==> config.mk <==
export PLATFORM = sky130hd
export DESIGN_NAME = alu_muldiv_nbit_flat
export DESIGN_NICKNAME = d
export VERILOG_FILES = /design/src/rtl/alu_muldiv_nbit_if.sv /design/src/rtl/alu_muldiv_nbit.sv /design/src/flat_wrapper.sv
export SDC_FILE = /design/constraint.sdc
export NUM_CORES = 1
export LEC_CHECK = 0
export CORE_MARGIN = 3
export CORE_UTILIZATION = 45
export DETAILED_ROUTE_END_ITERATION = 8
export PLACE_DENSITY = 0.66
export SKIP_CTS_REPAIR_TIMING = 1
export SLEW_MARGIN = 25
export SYNTH_ARGS = -nofsm -noshare
export SYNTH_HDL_FRONTEND = slang
export SYNTH_SLANG_ARGS = --single-unit
==> constraint.sdc <==
create_clock -name clk -period 2.9 [get_ports clk]
set_input_delay 0.29 -clock clk [delete_from_list [all_inputs] [get_ports clk]]
set_output_delay 0.29 -clock clk [all_outputs]
set_load 0.05 [all_outputs]
==> src/rtl/alu_muldiv_nbit_if.sv <==
// Request/result bundle for the multi-cycle ALU with shift-add multiply and restoring divide.
interface alu_muldiv_nbit_if #(
  parameter int unsigned N = 8
);
  logic         start;
  logic [2:0]   op;
  logic [N-1:0] a;
  logic [N-1:0] b;
  logic [N-1:0] result_lo;
  logic [N-1:0] result_hi;
  logic         busy;
  logic         done;
  logic         zero_flag;
  logic         sign_flag;
  logic         carry_flag;
  logic         dz_flag;

  modport master (
    output start, op, a, b,
    input  result_lo, result_hi, busy, done, zero_flag, sign_flag, carry_flag, dz_flag
  );

  modport slave (
    input  start, op, a, b,
    output result_lo, result_hi, busy, done, zero_flag, sign_flag, carry_flag, dz_flag
  );
endinterface

==> src/rtl/alu_muldiv_nbit.sv <==
// N-bit ALU: single-cycle add/sub/logic, N-cycle unsigned shift-add multiply and restoring divide.
module alu_muldiv_nbit #(
  parameter int unsigned N = 8
) (
  input  logic             clk,
  input  logic             reset_p,
  alu_muldiv_nbit_if.slave bus
);
  localparam int unsigned CW = $clog2(N + 1);

  localparam logic [2:0] OP_ADD = 3'b000;
  localparam logic [2:0] OP_SUB = 3'b001;
  localparam logic [2:0] OP_AND = 3'b010;
  localparam logic [2:0] OP_OR  = 3'b011;
  localparam logic [2:0] OP_XOR = 3'b100;
  localparam logic [2:0] OP_MUL = 3'b101;
  localparam logic [2:0] OP_DIV = 3'b110;

  typedef enum logic [1:0] {IDLE, CALC, DONE} state_t;

  state_t state, state_nx;

  logic [2:0]    op_q;
  logic [N-1:0]  a_q, b_q;
  logic [N:0]    w_hi;
  logic [N-1:0]  w_lo;
  logic [CW-1:0] cnt;

  logic [N-1:0] res_lo_q, res_hi_q;
  logic         zero_q, sign_q, carry_q, dz_q, busy_q, done_q;

  logic [N:0]   w_hi_nx;
  logic [N-1:0] w_lo_nx;
  logic [N:0]   mul_sum;
  logic [2*N:0] mul_sh;
  logic [N:0]   div_sh, div_trial;
  logic         div_ge;

  logic         load;
  logic [N:0]   add_sum;
  logic [N-1:0] lo_nx, hi_nx;
  logic         z_nx, s_nx, c_nx, d_nx;

  // One iteration of the multiply (w_hi:w_lo = partial product) or divide (w_hi = rem, w_lo = quotient/dividend).
  always_comb begin
    mul_sum   = w_hi + (w_lo[0] ? {1'b0, a_q} : '0);
    mul_sh    = {mul_sum, w_lo} >> 1;
    div_sh    = {w_hi[N-1:0], w_lo[N-1]};
    div_ge    = (div_sh >= {1'b0, b_q});
    div_trial = div_sh - {1'b0, b_q};
    if (op_q == OP_MUL) begin
      w_hi_nx = mul_sh[2*N:N];
      w_lo_nx = mul_sh[N-1:0];
    end else begin
      w_hi_nx = div_ge ? div_trial : div_sh;
      w_lo_nx = {w_lo[N-2:0], div_ge};
    end
  end

  always_ff @(posedge clk or posedge reset_p) begin
    if (reset_p) begin
      state  <= IDLE;
      busy_q <= 1'b0;
      done_q <= 1'b0;
    end else begin
      state  <= state_nx;
      busy_q <= (state_nx != IDLE);
      done_q <= (state_nx == DONE);
    end
  end

  // Next state plus the result/flag values written on the edge that enters DONE.
  always_comb begin
    state_nx = state;
    load     = 1'b0;
    lo_nx    = '0;
    hi_nx    = '0;
    z_nx     = 1'b0;
    s_nx     = 1'b0;
    c_nx     = 1'b0;
    d_nx     = 1'b0;
    add_sum  = {1'b0, bus.a} + {1'b0, bus.b};
    case (state)
      IDLE: begin
        if (bus.start) begin
          if (bus.op == OP_MUL || (bus.op == OP_DIV && bus.b != '0)) begin
            state_nx = CALC;
          end else begin
            state_nx = DONE;
            load     = 1'b1;
            case (bus.op)
              OP_ADD: begin
                lo_nx = add_sum[N-1:0];
                c_nx  = add_sum[N];
                z_nx  = (add_sum[N-1:0] == '0);
              end
              OP_SUB: begin
                lo_nx = bus.a - bus.b;
                s_nx  = (bus.a < bus.b);
                z_nx  = (bus.a == bus.b);
              end
              OP_AND: begin
                lo_nx = bus.a & bus.b;
                z_nx  = ((bus.a & bus.b) == '0);
              end
              OP_OR: begin
                lo_nx = bus.a | bus.b;
                z_nx  = ((bus.a | bus.b) == '0);
              end
              OP_XOR: begin
                lo_nx = bus.a ^ bus.b;
                z_nx  = ((bus.a ^ bus.b) == '0);
              end
              OP_DIV: begin
                lo_nx = '1;
                hi_nx = bus.a;
                d_nx  = 1'b1;
              end
              default: ;
            endcase
          end
        end
      end
      CALC: begin
        if (cnt == CW'(N - 1)) begin
          state_nx = DONE;
          load     = 1'b1;
          lo_nx    = w_lo_nx;
          hi_nx    = w_hi_nx[N-1:0];
          if (op_q == OP_MUL) z_nx = ({w_hi_nx[N-1:0], w_lo_nx} == '0);
          else                z_nx = (w_lo_nx == '0);
        end
      end
      DONE:    state_nx = IDLE;
      default: state_nx = IDLE;
    endcase
  end

  // Operand latch, iteration registers and result/flag registers.
  always_ff @(posedge clk or posedge reset_p) begin
    if (reset_p) begin
      op_q     <= '0;
      a_q      <= '0;
      b_q      <= '0;
      w_hi     <= '0;
      w_lo     <= '0;
      cnt      <= '0;
      res_lo_q <= '0;
      res_hi_q <= '0;
      zero_q   <= 1'b0;
      sign_q   <= 1'b0;
      carry_q  <= 1'b0;
      dz_q     <= 1'b0;
    end else begin
      if (state == IDLE && bus.start) begin
        op_q <= bus.op;
        a_q  <= bus.a;
        b_q  <= bus.b;
        w_hi <= '0;
        w_lo <= (bus.op == OP_MUL) ? bus.b : bus.a;
        cnt  <= '0;
      end else if (state == CALC) begin
        w_hi <= w_hi_nx;
        w_lo <= w_lo_nx;
        cnt  <= cnt + CW'(1);
      end
      if (load) begin
        res_lo_q <= lo_nx;
        res_hi_q <= hi_nx;
        zero_q   <= z_nx;
        sign_q   <= s_nx;
        carry_q  <= c_nx;
        dz_q     <= d_nx;
      end
    end
  end

  assign bus.result_lo  = res_lo_q;
  assign bus.result_hi  = res_hi_q;
  assign bus.busy       = busy_q;
  assign bus.done       = done_q;
  assign bus.zero_flag  = zero_q;
  assign bus.sign_flag  = sign_q;
  assign bus.carry_flag = carry_q;
  assign bus.dz_flag    = dz_q;
endmodule

==> src/flat_wrapper.sv <==
// flat-port wrapper written by rule: the top's interface ports become plain ports
module alu_muldiv_nbit_flat 
#(
  parameter int unsigned N = 8
)
  (clk, reset_p, bus_start, bus_op, bus_a, bus_b, bus_result_lo, bus_result_hi, bus_busy, bus_done, bus_zero_flag, bus_sign_flag, bus_carry_flag, bus_dz_flag);
  alu_muldiv_nbit_if #(.N(N)) bus_i ();
  input  logic clk;
  input  logic reset_p;
  input wire logic [$bits(bus_i.start)-1:0] bus_start;
  input wire logic [$bits(bus_i.op)-1:0] bus_op;
  input wire logic [$bits(bus_i.a)-1:0] bus_a;
  input wire logic [$bits(bus_i.b)-1:0] bus_b;
  output wire logic [$bits(bus_i.result_lo)-1:0] bus_result_lo;
  output wire logic [$bits(bus_i.result_hi)-1:0] bus_result_hi;
  output wire logic [$bits(bus_i.busy)-1:0] bus_busy;
  output wire logic [$bits(bus_i.done)-1:0] bus_done;
  output wire logic [$bits(bus_i.zero_flag)-1:0] bus_zero_flag;
  output wire logic [$bits(bus_i.sign_flag)-1:0] bus_sign_flag;
  output wire logic [$bits(bus_i.carry_flag)-1:0] bus_carry_flag;
  output wire logic [$bits(bus_i.dz_flag)-1:0] bus_dz_flag;
  assign bus_i.start = bus_start;
  assign bus_i.op = bus_op;
  assign bus_i.a = bus_a;
  assign bus_i.b = bus_b;
  assign bus_result_lo = bus_i.result_lo;
  assign bus_result_hi = bus_i.result_hi;
  assign bus_busy = bus_i.busy;
  assign bus_done = bus_i.done;
  assign bus_zero_flag = bus_i.zero_flag;
  assign bus_sign_flag = bus_i.sign_flag;
  assign bus_carry_flag = bus_i.carry_flag;
  assign bus_dz_flag = bus_i.dz_flag;
  alu_muldiv_nbit #(.N(N)) u_core (.clk(clk), .reset_p(reset_p), .bus(bus_i));
endmodule
Word level (Yosys, flattened, before mapping) --
Cells that the tools add are included.
Word-level totals: output and inout bits 22, word-level logic and storage cells 97, register bits after elaboration 64, input bits 22
Operators by class: order comparisons 2, reduce and logical (&&, ||, !) cells 14, multiplexer cells 47, bitwise logic cells 3, equal/unequal tests 11, add/subtract/negate cells 5
Operator list (count):
- $mux 8 | 12
- $pmux 8 s6 | 1
- $logic_not 8->1 | 5
- $mux 9 | 4
- $pmux 8 s2 | 2
- $mux 1 | 19
- $logic_not 16->1 | 1
- $eq 3x3->1 const B | 4
- $add 8x8->9 | 1
- $add 9x9->9 | 1
- $ge 9x8->1 | 1
- $sub 9x8->9 | 1
- $and 8x8->8 | 1
- $eq 8x8->1 | 1
- $lt 8x8->1 | 1
- $mux 4 | 2
- $or 8x8->8 | 1
- $reduce_bool 8->1 | 1
- $sub 8x8->8 | 1
- $xor 8x8->8 | 1
- $eq 3x2->1 const B | 2
- $mux 2 | 3
- $pmux 1 s5 | 1
- $add 4x1->4 const B | 1
- 11 further kinds | 14

Depth between registers and ports, before layout --
depth in word-level cells 7, gate-level depth with buffers 13, mapped depth without buffers 12

Worst setup path after synthesis --
No wires, ideal clock.
path type register to register, start register u_core.w_lo[0], end register u_core.zero_q (netlist: u_core.bus.zero_flag), stages on the path, launching flop included 11, setup slack 0.357 ns, setup time 0.095 ns, required time 2.805 ns, arrival time 2.448 ns, clock period less this slack 2.543 ns, buffers on the path 1, cell sequence dfrtp_1 clkbuf_1 and2_1 ha_1 and3_1 a221o_1 or3_1 a21oi_1 a31oi_1 or2_0 o31ai_1
Between the ends: cells in the longest elaborated chain, start to end 7, elaborated cells on any way between the ends 9, classes of those cells add/sub: 1; mux: 6; reduce/logical: 2
Ends and longest elaborated chain:
- start, declared | line alu_muldiv_nbit.sv:26 | logic [N-1:0] w_lo;
- start signal, assigned | line alu_muldiv_nbit.sv:160 | w_lo <= (bus.op == OP_MUL) ? bus.b : bus.a;
- start signal, assigned | line alu_muldiv_nbit.sv:164 | w_lo <= w_lo_nx;
- $mux 8 | line alu_muldiv_nbit.sv:46 | mul_sum = w_hi + (w_lo[0] ? {1'b0, a_q} : '0);
- $add 9x9->9 | line alu_muldiv_nbit.sv:46
- $mux 8 / $mux 9 (equally long branches) | line alu_muldiv_nbit.sv:51 | if (op_q == OP_MUL) begin
- $logic_not 16->1 / $logic_not 8->1 (equally long branches) | line alu_muldiv_nbit.sv:130, alu_muldiv_nbit.sv:131
- $mux 1 * | line alu_muldiv_nbit.sv:130 | if (op_q == OP_MUL) z_nx = ({w_hi_nx[N-1:0], w_lo_nx} == '0);
- $mux 1 * | line alu_muldiv_nbit.sv:125 | if (cnt == CW'(N - 1)) begin
- $pmux 1 s2 * | line alu_muldiv_nbit.sv:83 | case (state)
- end signal, assigned | line alu_muldiv_nbit.sv:170 | zero_q <= z_nx;
- end, declared | line alu_muldiv_nbit.sv:30 | logic zero_q, sign_q, carry_q, dz_q, busy_q, done_q;
Every way passes the cells marked *; elsewhere a longest branch is shown, timed or not. A chain may end at the register's enable or synchronous reset.

Final worst setup path --
Same ends and word-level chain as after synthesis.

==> results.sh <==
export IMPL_max_cap_violations=0
export IMPL_dr_pass1_iters=5
export IMPL_clk_latency_ps=360
export IMPL_period_share_pct=95.24
export IMPL_leakagePower_nw=2.808
export IMPL_grt_pass1_vias=4824
export IMPL_syn_inst=582
export IMPL_ctsLongestPathBuffers=2
export IMPL_status="finished, final reports clean"
export IMPL_slew_viol_final=0
export IMPL_async_flop_share_pct=100.0
export IMPL_yosysUniqueCellTypes=68
export IMPL_start_util_pct=46.89
export IMPL_crit_path_top_delay_cell="dfrtp_1"
export IMPL_wl_microns=16230
export IMPL_cpPeakStageDelay_ps=410
export IMPL_critical_path_buf_inv_count=1
export IMPL_hold_viol_final=0
export IMPL_finalSetupViolCount=0
export IMPL_tightest_slew_ps=882.5
export IMPL_row_count=37
export IMPL_gp_congestion=0.9174
export IMPL_dp_hpwl_microns=12520
export IMPL_htree_levels=3
export IMPL_drt_iter0_drc=453
export IMPL_path_cells="buf_4, and2_1, ha_1, and3_1, a221o_1, or3_1, a21oi_1, a31oi_1, or2_0, o31ai_1"
export IMPL_worstSetupStartpointType="flip-flop"
export IMPL_grt_busiest_layer="met2"
export IMPL_crit_path_max_fanout=6
export IMPL_cts_tree="yes"
export IMPL_cts_root_buf="clkbuf_8"
export IMPL_fmax_ghz=0.3621
export IMPL_synth_area_sq_um=4927
export IMPL_grt_overflow=0
export IMPL_use_met3_pct=3.562
export IMPL_syn2layout_area_growth_pct=24.78
export IMPL_synth_top_flop_cell="dfrtp_1"
export IMPL_yosys_warnings=0
export IMPL_wl_per_cell_microns=20.08
export IMPL_vias_per_cell=6.017
export IMPL_ir_worst_vdd_mv=0.4935
export IMPL_cts_sinks=64
export IMPL_synth_enable_flop_cells=0
export IMPL_path_clk_slew_ps=80
export IMPL_critPathCaptureType="flip-flop"
export IMPL_ys_seq_area_share_pct=32.50
export IMPL_arrival_ps=3030
export IMPL_die_area_sq_um=12240
export IMPL_final_nets=734
export IMPL_antenna_found_initial=0
export IMPL_relSlewSlack_pct=40.95
export IMPL_cp_top_family="simple AND/OR/NAND/NOR gates"
export IMPL_grtUsageMet1_pct=35.34
export IMPL_met2_usage_pct=44.13
export IMPL_cts_buffers_inserted=9
export IMPL_fin_skew_ps=13.86
export IMPL_drive_gt1_share_pct=16.22
export IMPL_rrSetupSlack_ps=140
export IMPL_finalCriticalPeriod_ps=2762
export IMPL_nFillCells=972
export IMPL_grt_pass1_wl_microns=26060
export IMPL_vias=4862
export IMPL_powerDensity_nw_per_um2=841.0
export IMPL_core_sq_um=10510
export IMPL_layout_commonest_cell="dfrtp_1"
export IMPL_synth_nets=649
export IMPL_die_y_microns=110.6
export IMPL_port_buffers=43
export IMPL_worst_hold_slack_ps=346.6
export IMPL_fin_util_pct=58.51
export IMPL_synth_seq_cells=64
export IMPL_rsz0062_at_grt="false"
export IMPL_antenna_left=0
export IMPL_track_usage_pct=26.84
export IMPL_layout_common_cells="dfrtp_1 (63), buf_4 (58), nor2_1 (54), nand2_1 (53)"
export IMPL_io_pins=44
export IMPL_hold_class="in -> async"
export IMPL_die_x_microns=110.6
export IMPL_drc=0
export IMPL_syn_area_per_cell_sq_um=8.466
export IMPL_crit_type="reg -> reg"
export IMPL_worstPathRequired_ps=3160
export IMPL_num_antenna_cells=0
export IMPL_grt_max_degree=65
## area by class of cell
type                       count  area, sq um  share of cell area [%]
sequential                    64         1603                   26.07
multi-input combinational    445         3055                   49.69
clock inverter                 7        125.1                   2.035
tap                          136        170.2                   2.768
timing repair buffer         103        905.9                   14.73
inverter                      44        165.2                   2.686
clock buffer                   9        123.9                   2.015
## stage by stage
step	cells	cell area, sq um	setup TNS (ps)	total power, W	setup WS (ps)
6_report	808	6148	0	0.005171	138.1
5_1_grt	808	6148	0	0.005506	12.00
4_1_cts	808	6133	0	0.005139	121.7
3_5_place_dp	792	5884	-92.93	0.004139	-88.07
3_3_place_gp	792	5884	-94.34	0.004077	-70.23
2_1_floorplan	582	4927	0	0.003191	356.6
## layer usage
layer  vias up  share of wire (%)  wire length (microns)
met4         0                3.5                    571
met2       209                 48                   7841
li1       2274                  -                      -
met3        39                5.7                    930
met1      2340                 42                   6885
met5         -                  0                      0
## worst register-to-register path: stages (launching register included)
cell     delay, ps
dfrtp_1        410
buf_4          170
and2_1         150
ha_1           340
and3_1         200
a221o_1        340
or3_1          310
a21oi_1        150
a31oi_1        100
or2_0          270
o31ai_1        230
## cell usage after synthesis (3+ instances only)
library cell / number / share of area (%)
a221o_1: 5 / 1.0
a2111oi_0: 3 / 0.53
a222oi_1: 3 / 0.61
or3_1: 4 / 0.51
mux2i_1: 6 / 1.2
xor2_1: 7 / 1.2
o31ai_1: 3 / 0.46
ha_1: 41 / 10
nand3_1: 13 / 1.3
a211oi_1: 6 / 0.91
nand4_1: 5 / 0.63
clkbuf_1: 22 / 1.7
nor4_1: 7 / 0.89
fa_1: 4 / 1.6
buf_2: 4 / 0.41
o21bai_1: 8 / 1.2
o21ai_0: 43 / 4.4
a22oi_1: 13 / 2.0
dfrtp_1: 64 / 33
nand2_1: 53 / 4.0
nand2b_1: 9 / 1.1
a22o_1: 3 / 0.53
o21a_1: 6 / 0.91
a221oi_1: 4 / 0.71
or2_2: 3 / 0.38
and2_1: 8 / 1.0
a21o_1: 5 / 0.76
a21oi_1: 39 / 4.0
inv_1: 44 / 3.4
nor2b_1: 7 / 0.89
mux2_2: 13 / 3.0
xnor2_1: 8 / 1.4
nor3_1: 10 / 1.0
nor2_1: 54 / 4.1
nand3b_1: 3 / 0.46
o22ai_1: 7 / 0.89
## flip-flops by register name (all words and copies together), names as in the netlist
register	flops
u_core.bus.result_hi	8
u_core.w_lo	8
u_core.bus.sign_flag	1
u_core.bus.dz_flag	1
u_core.bus.zero_flag	1
u_core.state	2
u_core.a_q	8
u_core.w_hi	9
u_core.bus.busy	1
u_core.bus.done	1
u_core.op_q	3
u_core.bus.result_lo	8
u_core.cnt	4
u_core.b_q	8
u_core.bus.carry_flag	1
## path summary, 6_finish.rpt
check / from / end / cells past startpoint
worst max-delay path: u_core.w_lo[0]$_DFFE_PP0P_ / u_core.bus.zero_flag$_DFFE_PP0P_ / 10
worst min register to register: u_core.bus.dz_flag$_DFFE_PP0P_ / u_core.bus.dz_flag$_DFFE_PP0P_ / 1
min in group clk: u_core.bus.dz_flag$_DFFE_PP0P_ / u_core.bus.dz_flag$_DFFE_PP0P_ / 1
worst max register to register: u_core.w_lo[0]$_DFFE_PP0P_ / u_core.bus.zero_flag$_DFFE_PP0P_ / 10
max in group asynchronous: reset_p / u_core.w_lo[7]$_DFFE_PP0P_ / 3
worst min-delay path: reset_p / u_core.op_q[0]$_DFFE_PP0P_ / 3
## power breakdown
group | switching, W | total [W] | internal (W)
clock | 0.000406 | 0.000988 | 0.000582
sequential | 0.000231 | 0.00141 | 0.00118
combinational | 0.00162 | 0.00278 | 0.00116
## cell families (layout without fill, tap and decap cells)
family,after synthesis,in the layout,synth area share (%)
and+or+nand+nor,188,188,18.64
AOI/OAI and AO/OA,178,178,24.15
buffers and inverters,73,163,5.815
DFF,64,64,32.50
adders and majority gates,45,45,12.04
muxes,19,19,4.190
xor gates and xnor gates,15,15,2.666
Power figures use the tool's default switching activity.
